<file path="src/rtl/base_output_ser.sv">
// rtl/base_output_ser.sv - parallel-to-serial output stage with output delay line
module base_output_ser #(
  parameter int w = 2,
  parameter int d = 1
) (
  input  logic         clk,
  input  logic         reset,
  input  logic         i_v,
  output logic         i_r,
  input  logic [0:w-1] i_d,
  output logic         o_d,
  output logic         o_sync,
  output logic         o_busy
);

  localparam int cw = (w > 1) ? $clog2(w) : 1;
  localparam logic [cw-1:0] cnt_last = cw'(w - 1);

  typedef enum logic {IDLE, SHIFT} state_t;

  state_t        state;
  state_t        state_nx;
  logic [0:w-1]  sr;
  logic [cw-1:0] cnt;
  logic          last_bit;
  logic          xfer;
  logic          ser_d;
  logic          ser_sync;

  // State register; a reset mid-word drops the partial word.
  always_ff @(posedge clk or posedge reset) begin
    if (reset) begin
      state <= IDLE;
    end else begin
      state <= state_nx;
    end
  end

  // Handshake, next state and pre-delay serial outputs.
  // Ready is offered in IDLE and on the last bit of a word, so a word
  // presented during the last bit is loaded without an idle bubble.
  always_comb begin
    state_nx = state;
    last_bit = (state == SHIFT) && (cnt == '0);
    i_r      = !reset && ((state == IDLE) || last_bit);
    xfer     = i_v && i_r;
    ser_d    = 1'b0;
    ser_sync = 1'b0;
    o_busy   = 1'b0;
    case (state)
      IDLE: begin
        if (xfer) state_nx = SHIFT;
      end
      SHIFT: begin
        ser_d    = sr[cnt];
        ser_sync = (cnt == cnt_last);
        o_busy   = 1'b1;
        if (last_bit && !xfer) state_nx = IDLE;
      end
      default: state_nx = IDLE;
    endcase
  end

  // Word register and bit index; highest index goes out first so that a
  // receiver shifting into index 0 ends up with the identical word.
  always_ff @(posedge clk or posedge reset) begin
    if (reset) begin
      sr  <= '0;
      cnt <= '0;
    end else if (xfer) begin
      sr  <= i_d;
      cnt <= cnt_last;
    end else if ((state == SHIFT) && (cnt != '0)) begin
      cnt <= cnt - cw'(1);
    end
  end

  generate
    if (d == 0) begin : g_direct
      assign o_d    = ser_d;
      assign o_sync = ser_sync;
    end else begin : g_delay
      logic [d-1:0] dl_d;
      logic [d-1:0] dl_s;

      // Output delay line toward the pad, data and frame marker in lockstep.
      always_ff @(posedge clk or posedge reset) begin
        if (reset) begin
          dl_d <= '0;
          dl_s <= '0;
        end else begin
          dl_d[0] <= ser_d;
          dl_s[0] <= ser_sync;
          for (int i = 1; i < d; i++) begin
            dl_d[i] <= dl_d[i-1];
            dl_s[i] <= dl_s[i-1];
          end
        end
      end

      assign o_d    = dl_d[d-1];
      assign o_sync = dl_s[d-1];
    end
  endgenerate

endmodule

</file>
<file path="config.mk">
export PLATFORM = sky130hd
export DESIGN_NAME = base_output_ser
export DESIGN_NICKNAME = d
export VERILOG_FILES = /design/src/rtl/base_output_ser.sv
export SDC_FILE = /design/constraint.sdc
export NUM_CORES = 1
export LEC_CHECK = 0
export CAP_MARGIN = 30
export CORE_AREA = 5 5 42 44
export DETAILED_ROUTE_END_ITERATION = 12
export DIE_AREA = 0 0 47 49
export PLACE_DENSITY_LB_ADDON = 0.12
export SYNTH_ARGS = -nofsm -noshare
export SYNTH_HDL_FRONTEND = slang
export SYNTH_SLANG_ARGS = --single-unit
</file>
<file path="constraint.sdc">
create_clock -name clk -period 1.4 [get_ports clk]
set_clock_uncertainty 0.05 [all_clocks]
set_input_delay 0.28 -clock clk [delete_from_list [all_inputs] [get_ports clk]]
set_output_delay 0.28 -clock clk [all_outputs]
set_load 0.01 [all_outputs]
</file>
==> metrics.cfg, run 1 <==
[clock_tree]
cts_buffers = 3
htree_levels = 1
clock-sinks = 6
cts-root-buf = clkbuf_4
clk_pin_slew_worst_paths_ps = 40
clock_latency_ps = 240
clockBufferDepth = 2
cts_tree = built

[placed_design]
dp_cells = 47
place.gp.congestion = 0.667
numPortBuffers = 8
pre_cts_slack_ps = -267
dp_hpwl_um = 387

[outcome]
status = finished clean

[finish]
final_cell_mix = dfrtp_1 (6), buf_4 (5), clkdlybuf4s50_1 (4)
layout_commonest_cell = dfrtp_1
nets = 41
fill_cells = 159
drive_gt1_share_pct = 38.2
diodes = 0
fin_util_pct = 28.0
area_delta_synth_final_pct = 62.7
instances_no_fill = 50

[routing]
wl_per_cell_um = 8.78
via_per_inst = 3.62
vias = 181
drt-total-wl_um = 439
drtAntennaViolNets = 0
drc = 0
initialDrtViolationCount = 0
first_pass_iters = 1

[floorplanning]
fp-row-count = 14
die_x_um = 47
ios = 9
die_h_um = 49
core_area_mm2 = 0.00140
initial_core_util_pct = 17.2
dieArea_mm2 = 0.00230

[logic_synthesis]
synth-seq-area-share_pct = 62.2
yosysWarnings = 0
postSynthCellCount = 18
yosys.cell_types.count = 10
syn_area_um2 = 241
synth_nets = 23
yosys_register_bits = 6
syn_area_per_cell_um2 = 13.4

[global_routing]
grt_overflow = 0
grt_usage_pct = 5.23
grt_pass1_wl_um = 772
grt_max_degree = 8
grt_pass1_vias = 188
antenna_found_initial = 0

[critical_path]
reg2reg_slack_ps = 260
cpMaxStageDelayCell = dfrtp_1
path_class = reg2out
worst_setup_path_end_kind = output port
start_kind = flip-flop
worstReg2RegEnd = sr[1]$_DFFE_PP0P_
reg2reg_depth = 4
critPathMaxFanout = 3
cp_cell_sequence = buf_4, dlygate4sd2_1
required_ps = 1070
reg2reg_from = cnt$_DFFE_PP0P_
cp.arrival_ps = 1030
cp_slowest_stage_delay_ps = 380

[sta]
fin_ws_ps = 42.8
fin_setup_tns_ps = 0
finalHoldViolCount = 0
rsz0062_at_grt = no
final_max_slew_viol_count = 0
fin_crit_sh_pct = 96.9
clock.fmax_ghz = 0.737
period_minus_slack_ps = 1360
setup_viol = 0
slew_headroom_pct = 92.3
worst_slew_pin_slew_ps = 112
whs_ps = 414

[pwr]
vdd_ir_drop_max_mv = 0.431
cellLeakagePower_uw = 0.000208
power_density_mw_per_mm2 = 1260

[flow_run]
maxCapViolations = 0

[hold_path]
hold_class = in2async

where the power goes:
group | leakage (uW) | internal, uW | total, uW | switching [uW]
Sequential | 0.0000745 | 205 | 221 | 15.5
Combinational | 0.000120 | 77.1 | 124 | 46.4
Clock | 0.0000138 | 96.4 | 150 | 54.0
Total | 0.000208 | 379 | 495 | 116
cells in the mapped netlist, drive strengths merged:
cell | count | share of area (%)
dfrtp | 6 | 62
nand2 | 3 | 5.7
mux2i | 2 | 8.3
inv | 1 | 1.6
clkinv | 1 | 1.6
nor2b | 1 | 2.6
nor2 | 1 | 1.6
mux2 | 2 | 12
nand3 | 1 | 4.1
layout make-up:
| type | instances | area [um^2] | area share [%] |
|---|---|---|---|
| sequential | 6 | 150 | 38.2 |
| timing repair buffer | 13 | 109 | 27.7 |
| tap | 16 | 20.0 | 5.10 |
| inverter | 2 | 7.51 | 1.91 |
| multi-input combinational | 10 | 83.8 | 21.3 |
| clock buffer | 3 | 22.5 | 5.73 |
registers in the layout, summed over array words and instances, names as in the netlist:
signal / cells
o_d: 1
o_sync: 1
sr: 2
cnt: 1
state: 1
per-layer routing:
layer / share of wire, % / GRT usage [%] / wire length, um / vias up
met5: 0 / 0 / 0 / -
met4: 0 / 5.53 / 0 / 0
met3: 9.8 / 3.32 / 43 / 0
met2: 46 / 5.66 / 203 / 7
met1: 44 / 6.24 / 192 / 82
li1: - / - / - / 92
repair_timing:
item / CTS / global route
endpoints found under the hold margin: 0 / 0
hold buffers: 0 / 0
resized for setup: 7 / 0
buffers inserted: 0 / 0
endpoints found under the setup margin: 4 / 0
critical path: cells and delay by family, from the launching register on:
kind | cells | cell delay [ps]
flip-flops | 1 | 380
buffers and inverters | 2 | 410
stage by stage:
| stage | total power [uW] | cell area (um^2) |
|---|---|---|
| after global routing | 535 | 393 |
| after global placement | 360 | 379 |
| final | 495 | 393 |
| after floorplan | 284 | 241 |
| after CTS | 508 | 393 |
| after detailed placement | 363 | 379 |
how the worst max path moves through the flow:
stage | slack, ps | end | startpoint
floorplan | 320 | sr[0]$_DFFE_PP0P_ | reset
global placement | -270 | i_r | reset
detailed placement | -270 | i_r | reset
CTS | 20 | o_busy | state$_DFF_PP0_
global route | 3 | o_busy | state$_DFF_PP0_
finish | 40 | o_busy | state$_DFF_PP0_
cells by family (layout without fill, tap and decap cells):
family,after synthesis,in the layout,share of synthesized area (%)
buffers and inverters,2,18,3.11
flip-flops,6,6,62.2
multiplexers,4,4,20.7
AND/OR/NAND/NOR,6,6,14.0
Power figures use the tool's default switching activity.
==> inputs of run 2 (changes only) <==
Clock period 1.4 ns to 1.6 ns, I/O delays scaled along.
==> run 2 against run 1 <==
Clock-buffer cell count did not move. Non-clock buffer count is 1 lower. Sequential cell count stayed put. Critical path type is now in2out. Register-to-register slack gained 280 ps. Cell count decreased by 2.0%.
==> metrics.cfg, run 2 (synthesized netlist as in run 1, its figures left out) <==
[outcome]
status = finished clean

[routing]
via_per_inst = 3.43
drc = 0
wl_per_cell_um = 9.00
initialDrtViolationCount = 0
first_pass_iters = 1
vias = 168
drtAntennaViolNets = 0
drt-total-wl_um = 441

[critical_path]
cp_slowest_stage_delay_ps = 470
cp_cell_sequence = clkdlybuf4s50_1, nor2_1, dlygate4sd2_1
reg2reg_from = cnt$_DFFE_PP0P_
required_ps = 1230
start_kind = input port
critPathMaxFanout = 2
cpMaxStageDelayCell = clkdlybuf4s50_1
critPathLaunch = reset
cp.arrival_ps = 1110
path_class = in2out
worst_setup_path_end_kind = output port

[clock_tree]
clock-sinks = 6
cts-root-buf = clkbuf_4
ctsResizeCount = 2
postCtsHoldBufs = 0
htree_levels = 1
post_cts_buffers = 0
clk_pin_slew_worst_paths_ps = 50
cts_tree = built
clock_latency_ps = 240
clockBufferDepth = 2
cts_buffers = 3

[pwr]
pwr-share-seq_pct = 43.7
power_density_mw_per_mm2 = 1120
combPwrFrac_pct = 24.9
vdd_ir_drop_max_mv = 0.390
cellLeakagePower_uw = 0.000198
switching_share_pct = 24.0
clkPwrFrac_pct = 31.4
switchingPower_uw = 105
p_int_uw = 334

[global_routing]
antenna_found_initial = 0
grt_max_degree = 8
grt_pass1_vias = 180
grt_usage_pct = 4.96
grt_overflow = 0
grt_pass1_wl_um = 731

[floorplanning]
dieArea_mm2 = 0.00230
initial_core_util_pct = 17.2
ios = 9
die_h_um = 49
die_x_um = 47
fp-row-count = 14
core_area_mm2 = 0.00140

[flow_run]
maxCapViolations = 0

[finish]
largest_reg_flops = 2
area_delta_synth_final_pct = 62.2
fill_cells = 162
drive_gt1_share_pct = 33.3
fin_util_pct = 27.9
top_register = sr
final_cell_mix = dfrtp_1 (6), clkdlybuf4s50_1 (6), buf_4 (4)
multi_input_area_um2 = 83.8
final_cell_area_um2 = 392
diodes = 0
regArea_um2 = 150
nets = 40

[sta]
setup_viol = 0
period_minus_slack_ps = 1480
rsz0062_at_grt = no
worst_slew_pin_slew_ps = 113
slew_headroom_pct = 92.3
final_max_slew_viol_count = 0
finalHoldViolCount = 0
clock.fmax_ghz = 0.673
fin_crit_sh_pct = 92.8

[hold_path]
hold_class = in2async

[placed_design]
dpl_cell_area_um2 = 372
numPortBuffers = 8
place.gp.congestion = 0.581

-- run 2: cell count changes in the layout (fill, tap and decap cells not counted) --
cell	before	now
clkdlybuf4s50_1	4	6
dlygate4sd2_1	3	2
buf_4	5	4
buf_2	1	0
-- run 2: path summary, 6_finish.rpt --
| kind | endpoint | slack, ps | cells after the start |
|---|---|---|---|
| worst max-delay path | i_r | 120 | 3 |
| worst min-delay path | o_sync$_DFF_PP0_ | 450 | 4 |
| worst max register to register | sr[0]$_DFFE_PP0P_ | 540 | 3 |
| worst min register to register | state$_DFF_PP0_ | 460 | 2 |
| max in group asynchronous | sr[1]$_DFFE_PP0P_ | 930 | 4 |
| min in group clk | state$_DFF_PP0_ | 460 | 2 |
-- run 2: power groups by stage --
stage                     combinational (uW)  clock [uW]  sequential [uW]
after global routing                     119         153              196
after floorplan                         45.6           0              203
after CTS                                112         145              192
final                                    109         138              192
after detailed placement                 116           0              195
after global placement                   116           0              194
-- run 2: through the flow --
| stage | hold slack [ps] | power, uW | std cells | TNS (ps) | setup slack (ps) |
|---|---|---|---|---|---|
| 2_1_floorplan | 49.4 | 248 | 18 | 0 | 479 |
| 3_3_place_gp | 450 | 310 | 46 | -150 | -150 |
| 3_5_place_dp | 446 | 311 | 46 | -150 | -150 |
| 4_1_cts | 453 | 449 | 49 | 0 | 95.2 |
| 5_1_grt | 475 | 469 | 49 | 0 | 25.1 |
| 6_report | 449 | 440 | 49 | 0 | 115 |
-- run 2: area by class of cell --
class,count,share of cell area (%)
sequential,6,38.3
timing repair buffer,12,27.5
tap,16,5.11
inverter,2,1.92
multi-input combinational,10,21.4
clock buffer,3,5.75
-- run 2: layer usage --
metal	global-route usage [%]	vias to the layer above	wire, um
met3	3.69	0	51
li1	-	88	-
met1	5.62	73	186
met4	5.53	0	0
met5	0	-	0
met2	5.20	7	204
-- run 2: critical path, delay by kind of cell --
| kind | cells | cell delay [ps] |
|---|---|---|
| buffers and inverters | 2 | 740 |
| AND/OR/NAND/NOR | 1 | 50 |
==> inputs of run 3 (changes only) <==
Settings changed: CORE_AREA 5 5 42 44 to 2 2 39 41, DIE_AREA 0 0 47 49 to 0 0 41 43.
==> run 3 against run 2 <==
First-iteration DRC count up 4. Critical path depth unchanged. Sequential power about the same. Hold slack better by 11 ps. Routed wire length up 1.8%. Worst setup slack worse by 5.3 ps. Sequential cell count unchanged. Clock power about the same. Global-route usage up 1.3 points. Maximum frequency down 0.36%. Total power up 0.99%.
==> metrics.cfg, run 3 (synthesized netlist as in run 1, its figures left out) <==
[sta]
rsz0062_at_grt = no
fin_setup_tns_ps = 0
clock.fmax_ghz = 0.671
slew_headroom_pct = 91.8
setup_viol = 0
finalHoldViolCount = 0
period_minus_slack_ps = 1490
whs_ps = 459
fin_crit_sh_pct = 93.1
worst_slew_pin_slew_ps = 120
final_max_slew_viol_count = 0
fin_ws_ps = 110

[floorplanning]
core_area_mm2 = 0.00138
ios = 9
die_h_um = 43
initial_core_util_pct = 17.5
dieArea_mm2 = 0.00176
die_x_um = 41
fp-row-count = 14

[clock_tree]
clockBufferDepth = 2
cts-root-buf = clkbuf_4
clock-sinks = 6
postCtsHoldBufs = 0
clock_latency_ps = 240
cts_buffers = 3
cts_tree = built
clk_pin_slew_worst_paths_ps = 50
post_cts_buffers = 0
htree_levels = 1

[critical_path]
worst_setup_path_end_kind = output port
required_ps = 1230
cp_cell_sequence = clkdlybuf4s50_1, nor2_1, dlygate4sd2_1
critPathMaxFanout = 2
path_class = in2out
cpMaxStageDelayCell = clkdlybuf4s50_1
cp.arrival_ps = 1120
start_kind = input port
cp_slowest_stage_delay_ps = 480

[routing]
drtAntennaViolNets = 0
vias = 176
initialDrtViolationCount = 4
first_pass_iters = 4
drc = 0
via_per_inst = 3.59
wl_per_cell_um = 9.16
drt-total-wl_um = 449

[placed_design]
place.gp.congestion = 0.724
pre_cts_slack_ps = -151
numPortBuffers = 8
dp_hpwl_um = 338
dpl_cell_area_um2 = 372

[finish]
final_cell_area_um2 = 392
final_cell_mix = dfrtp_1 (6), clkdlybuf4s50_1 (6), buf_4 (4)
area_delta_synth_final_pct = 62.2
fin_util_pct = 28.3
diodes = 0
top_register = sr
nets = 40
drive_gt1_share_pct = 33.3
largest_reg_flops = 2

[global_routing]
antenna_found_initial = 0
grt_overflow = 0
grt_pass1_wl_um = 614
grt_usage_pct = 6.25
grt_pass1_vias = 155
grt_max_degree = 8

[pwr]
cellLeakagePower_uw = 0.000198
vdd_ir_drop_max_mv = 0.335
power_density_mw_per_mm2 = 1130

[outcome]
status = finished clean

[hold_path]
hold_class = in2async

[flow_run]
maxCapViolations = 0

-- run 3: cell counts in the layout (fill, tap and decap cells not counted) --
No cell type changed its count.
-- run 3: repair_timing --
item                                    in CTS  in global routing
endpoints found under the setup margin       2                  0
hold endpoints to repair                     0                  0
gates resized for setup                      2                  0
-- run 3: critical path: cells and delay by family --
family        cells  cell delay [ps]
buf+inv           2              750
simple gates      1               50
-- run 3: per-stage QoR --
| step | total power [uW] | cells |
|---|---|---|
| global placement | 310 | 46 |
| finish | 444 | 49 |
| CTS | 455 | 49 |
| detailed placement | 311 | 46 |
| floorplan | 248 | 18 |
| global route | 471 | 49 |
-- run 3: path summary, 6_finish.rpt --
path                              startpoint           endpoint  slack [ps]  cells past startpoint
max in group asynchronous              reset    state$_DFF_PP0_         920                      4
setup reg to reg             cnt$_DFFE_PP0P_  sr[0]$_DFFE_PP0P_         530                      3
setup / recovery                       reset                i_r         110                      3
min in group clk           sr[0]$_DFFE_PP0P_  sr[0]$_DFFE_PP0P_         460                      1
hold / removal                         reset      o_d$_DFF_PP0_         460                      4
hold reg to reg            sr[0]$_DFFE_PP0P_  sr[0]$_DFFE_PP0P_         460                      1
-- run 3: where the power goes --
group          internal, uW  total [uW]  leakage (uW)  switching [uW]
logic                  70.0         110      0.000110            40.1
registers               179         193     0.0000745            13.6
clock network          84.9         141     0.0000138            56.0
-- run 3: area by class of cell --
type | count | area [um^2]
fill | 145 | 992
inverter | 2 | 7.51
clock buffer | 3 | 22.5
multi-input combinational | 10 | 83.8
tap | 16 | 20.0
sequential | 6 | 150
timing repair buffer | 12 | 108
-- run 3: per-layer routing --
layer,GRT usage [%],part of all wire (%),vias up
li1,-,-,90
met1,6.84,47,79
met2,6.25,44,7
met3,4.71,8.5,0
met4,8.00,0,0
met5,0,0,-
==> patch, RTL diff (settings of run 2) <==
Reset style: synchronous (`reset`), changed in 3 clocked blocks.
--- a/src/rtl/base_output_ser.sv
+++ b/src/rtl/base_output_ser.sv
@@ -28,7 +28,7 @@
   logic          ser_sync;
 
   // State register; a reset mid-word drops the partial word.
-  always_ff @(posedge clk or posedge reset) begin
+  always_ff @(posedge clk) begin
     if (reset) begin
       state <= IDLE;
     end else begin
@@ -63,7 +63,7 @@
 
   // Word register and bit index; highest index goes out first so that a
   // receiver shifting into index 0 ends up with the identical word.
-  always_ff @(posedge clk or posedge reset) begin
+  always_ff @(posedge clk) begin
     if (reset) begin
       sr  <= '0;
       cnt <= '0;
@@ -84,7 +84,7 @@
       logic [d-1:0] dl_s;
 
       // Output delay line toward the pad, data and frame marker in lockstep.
-      always_ff @(posedge clk or posedge reset) begin
+      always_ff @(posedge clk) begin
         if (reset) begin
           dl_d <= '0;
           dl_s <= '0;
Behaviour: differs if reset is asserted again (counterexample within 4 cycles, from zero or initial values and one cycle with reset high); with reset held inactive, the same outputs for 10 cycles.
==> patch against run 2 <==
Sequential share of layout area fell by 6.2 points; synthesized cell count is 22% higher; core utilization fell by 0.98 points; worst setup slack lost 0.054 ns; area after synthesis shrank 0.52%; design area shrank 3.5%; non-clock buffer count fell by 2; critical endpoint is now o_busy; sequential cell count is the same; wire length up 9.3%.
Power is not compared: it rests on default switching activity, and its combinational part moved more than twofold at a synthesized area within 25%.
==> patch: results (changes against run 2) <==
<table>
<tr><th>Metric</th><th>Value</th></tr>
<tr><th colspan="2">Run status</th></tr>
<tr><td>Outcome</td><td>completed</td></tr>
<tr><th colspan="2">Yosys</th></tr>
<tr><td>Fraction of the yosys area taken by sequential cells</td><td>0.500 (-0.122)</td></tr>
<tr><td>Post-synthesis async set-or-reset flop share</td><td>0 (-1.00)</td></tr>
<tr><td>Mean instance size in the synthesized netlist</td><td>10.9 um^2 (-19%)</td></tr>
<tr><td>Flip-flop cell with the highest count after synthesis</td><td>dfxtp_1</td></tr>
<tr><td>Cell types with the largest area share after synthesis</td><td>dfxtp_1 (50%), nand2b_1 (16%), mux2i_1 (13%)</td></tr>
<tr><td>Post-Synthesis Net Count</td><td>27 (+17%)</td></tr>
<tr><td>Cell variety after synth</td><td>8 (-2)</td></tr>
<tr><th colspan="2">Global route</th></tr>
<tr><td>First-pass GRT wire length</td><td>717 um (-1.9%)</td></tr>
<tr><td>Maximum number of pins on one net before global-route repair</td><td>9 (+1)</td></tr>
<tr><td>GRT Overall Usage</td><td>0.0508 (+0.00117)</td></tr>
<tr><td>Via count of the first global-routing pass</td><td>169 (-6.1%)</td></tr>
<tr><th colspan="2">Cells and area</th></tr>
<tr><td>Share of layout cells above drive strength 1</td><td>0.257 (-0.0762)</td></tr>
<tr><td>Count of non-filler cells in the finished layout</td><td>51 (+4.1%)</td></tr>
<tr><td>Fill cell instance count of the final layout</td><td>161 (-0.62%)</td></tr>
<tr><td>Nets</td><td>42 (+5.0%)</td></tr>
<tr><th colspan="2">Worst setup path</th></tr>
<tr><td>Largest stage delay on the critical path</td><td>0.55 ns (+0.08 ns)</td></tr>
<tr><td>Crit-path max FO</td><td>7 (+5)</td></tr>
<tr><td>Critical Path AT</td><td>1.17 ns (+0.06 ns)</td></tr>
<tr><th colspan="2">Worst hold path</th></tr>
<tr><td>Class of the tightest hold or removal check</td><td>reg2reg</td></tr>
<tr><th colspan="2">Route</th></tr>
<tr><td>Routed WL per cell</td><td>9.45 um (+5.0%)</td></tr>
<tr><td>Router iterations before antenna repair</td><td>2 (+1)</td></tr>
<tr><td>Total via count in the routed design</td><td>198 (+18%)</td></tr>
<tr><td>Count of routing violations after the opening detailed-route iteration</td><td>1 (+1)</td></tr>
<tr><th colspan="2">STA</th></tr>
<tr><td>Transition time at the pin with the least slew margin</td><td>0.166 ns (+0.0531 ns)</td></tr>
<tr><th colspan="2">Place</th></tr>
<tr><td>Post-place setup slack</td><td>-0.207 ns (-0.0564 ns)</td></tr>
<tr><td>Post-detailed-placement cell area</td><td>355 um^2 (-4.4%)</td></tr>
<tr><td>Final estimated routing congestion in global placement</td><td>0.672 (+16%)</td></tr>
<tr><th colspan="2">Clocking</th></tr>
<tr><td>H-Tree Level Count</td><td>1 (unchanged)</td></tr>
</table>
-- patch: cell types whose count changed after synthesis, moves of 2 or more --
cell	change
dfrtp_1	-6
dfxtp_1	+6
nand2b_1	+6
a21oi_1	+3
mux2_4	-2
nand2_1	-2
-- patch: power by group through the flow --
| stage | sequential [mW] | clock, mW | combinational [mW] |
|---|---|---|---|
| global placement | 0.166 | 0 | 0.0507 |
| global route | 0.165 | 0.156 | 0.0535 |
| finish | 0.164 | 0.138 | 0.0494 |
| CTS | 0.164 | 0.146 | 0.0504 |
| floorplan | 0.169 | 0 | 0.0191 |
| detailed placement | 0.167 | 0 | 0.0516 |
-- patch: worst paths after layout --
kind,slack [ns],startpoint,to,cells past startpoint
setup / recovery,0.06,state,o_busy,1
hold reg to reg,0.43,sr[0],sr[0],2
setup reg to reg,0.63,cnt,sr[1],3
hold / removal,0.43,sr[0],sr[0],2
-- patch: per-layer routing --
metal / wire, um / up-vias / GRT usage / part of all wire
li1: - / 104 / - / -
met1: 207 / 87 / 0.0531 / 0.43
met2: 222 / 7 / 0.0543 / 0.46
met3: 52 / 0 / 0.0443 / 0.11
met4: 0 / 0 / 0.0553 / 0
met5: 0 / - / 0 / 0
-- patch: cell type report --
class                           instances  share of cell area
Tap cell                               16              0.0530
Multi-Input combinational cell         16               0.318
Timing Repair Buffer                   10               0.248
Clock buffer                            3              0.0596
Sequential cell                         6               0.321
-- patch: tightest hold or removal path: stages (launching register included) --
cell and delay (ns):
dfxtp_1 0.31, nand2b_1 0.07, mux2i_1 0.05
-- patch: logic make-up after synthesis --
kind of cell	count (synthesis)	share of synthesized area
multiplexers	3	0.125
flip-flops	6	0.500
AND/OR/NAND/NOR	9	0.266
AO/OA/AOI/OAI	4	0.109
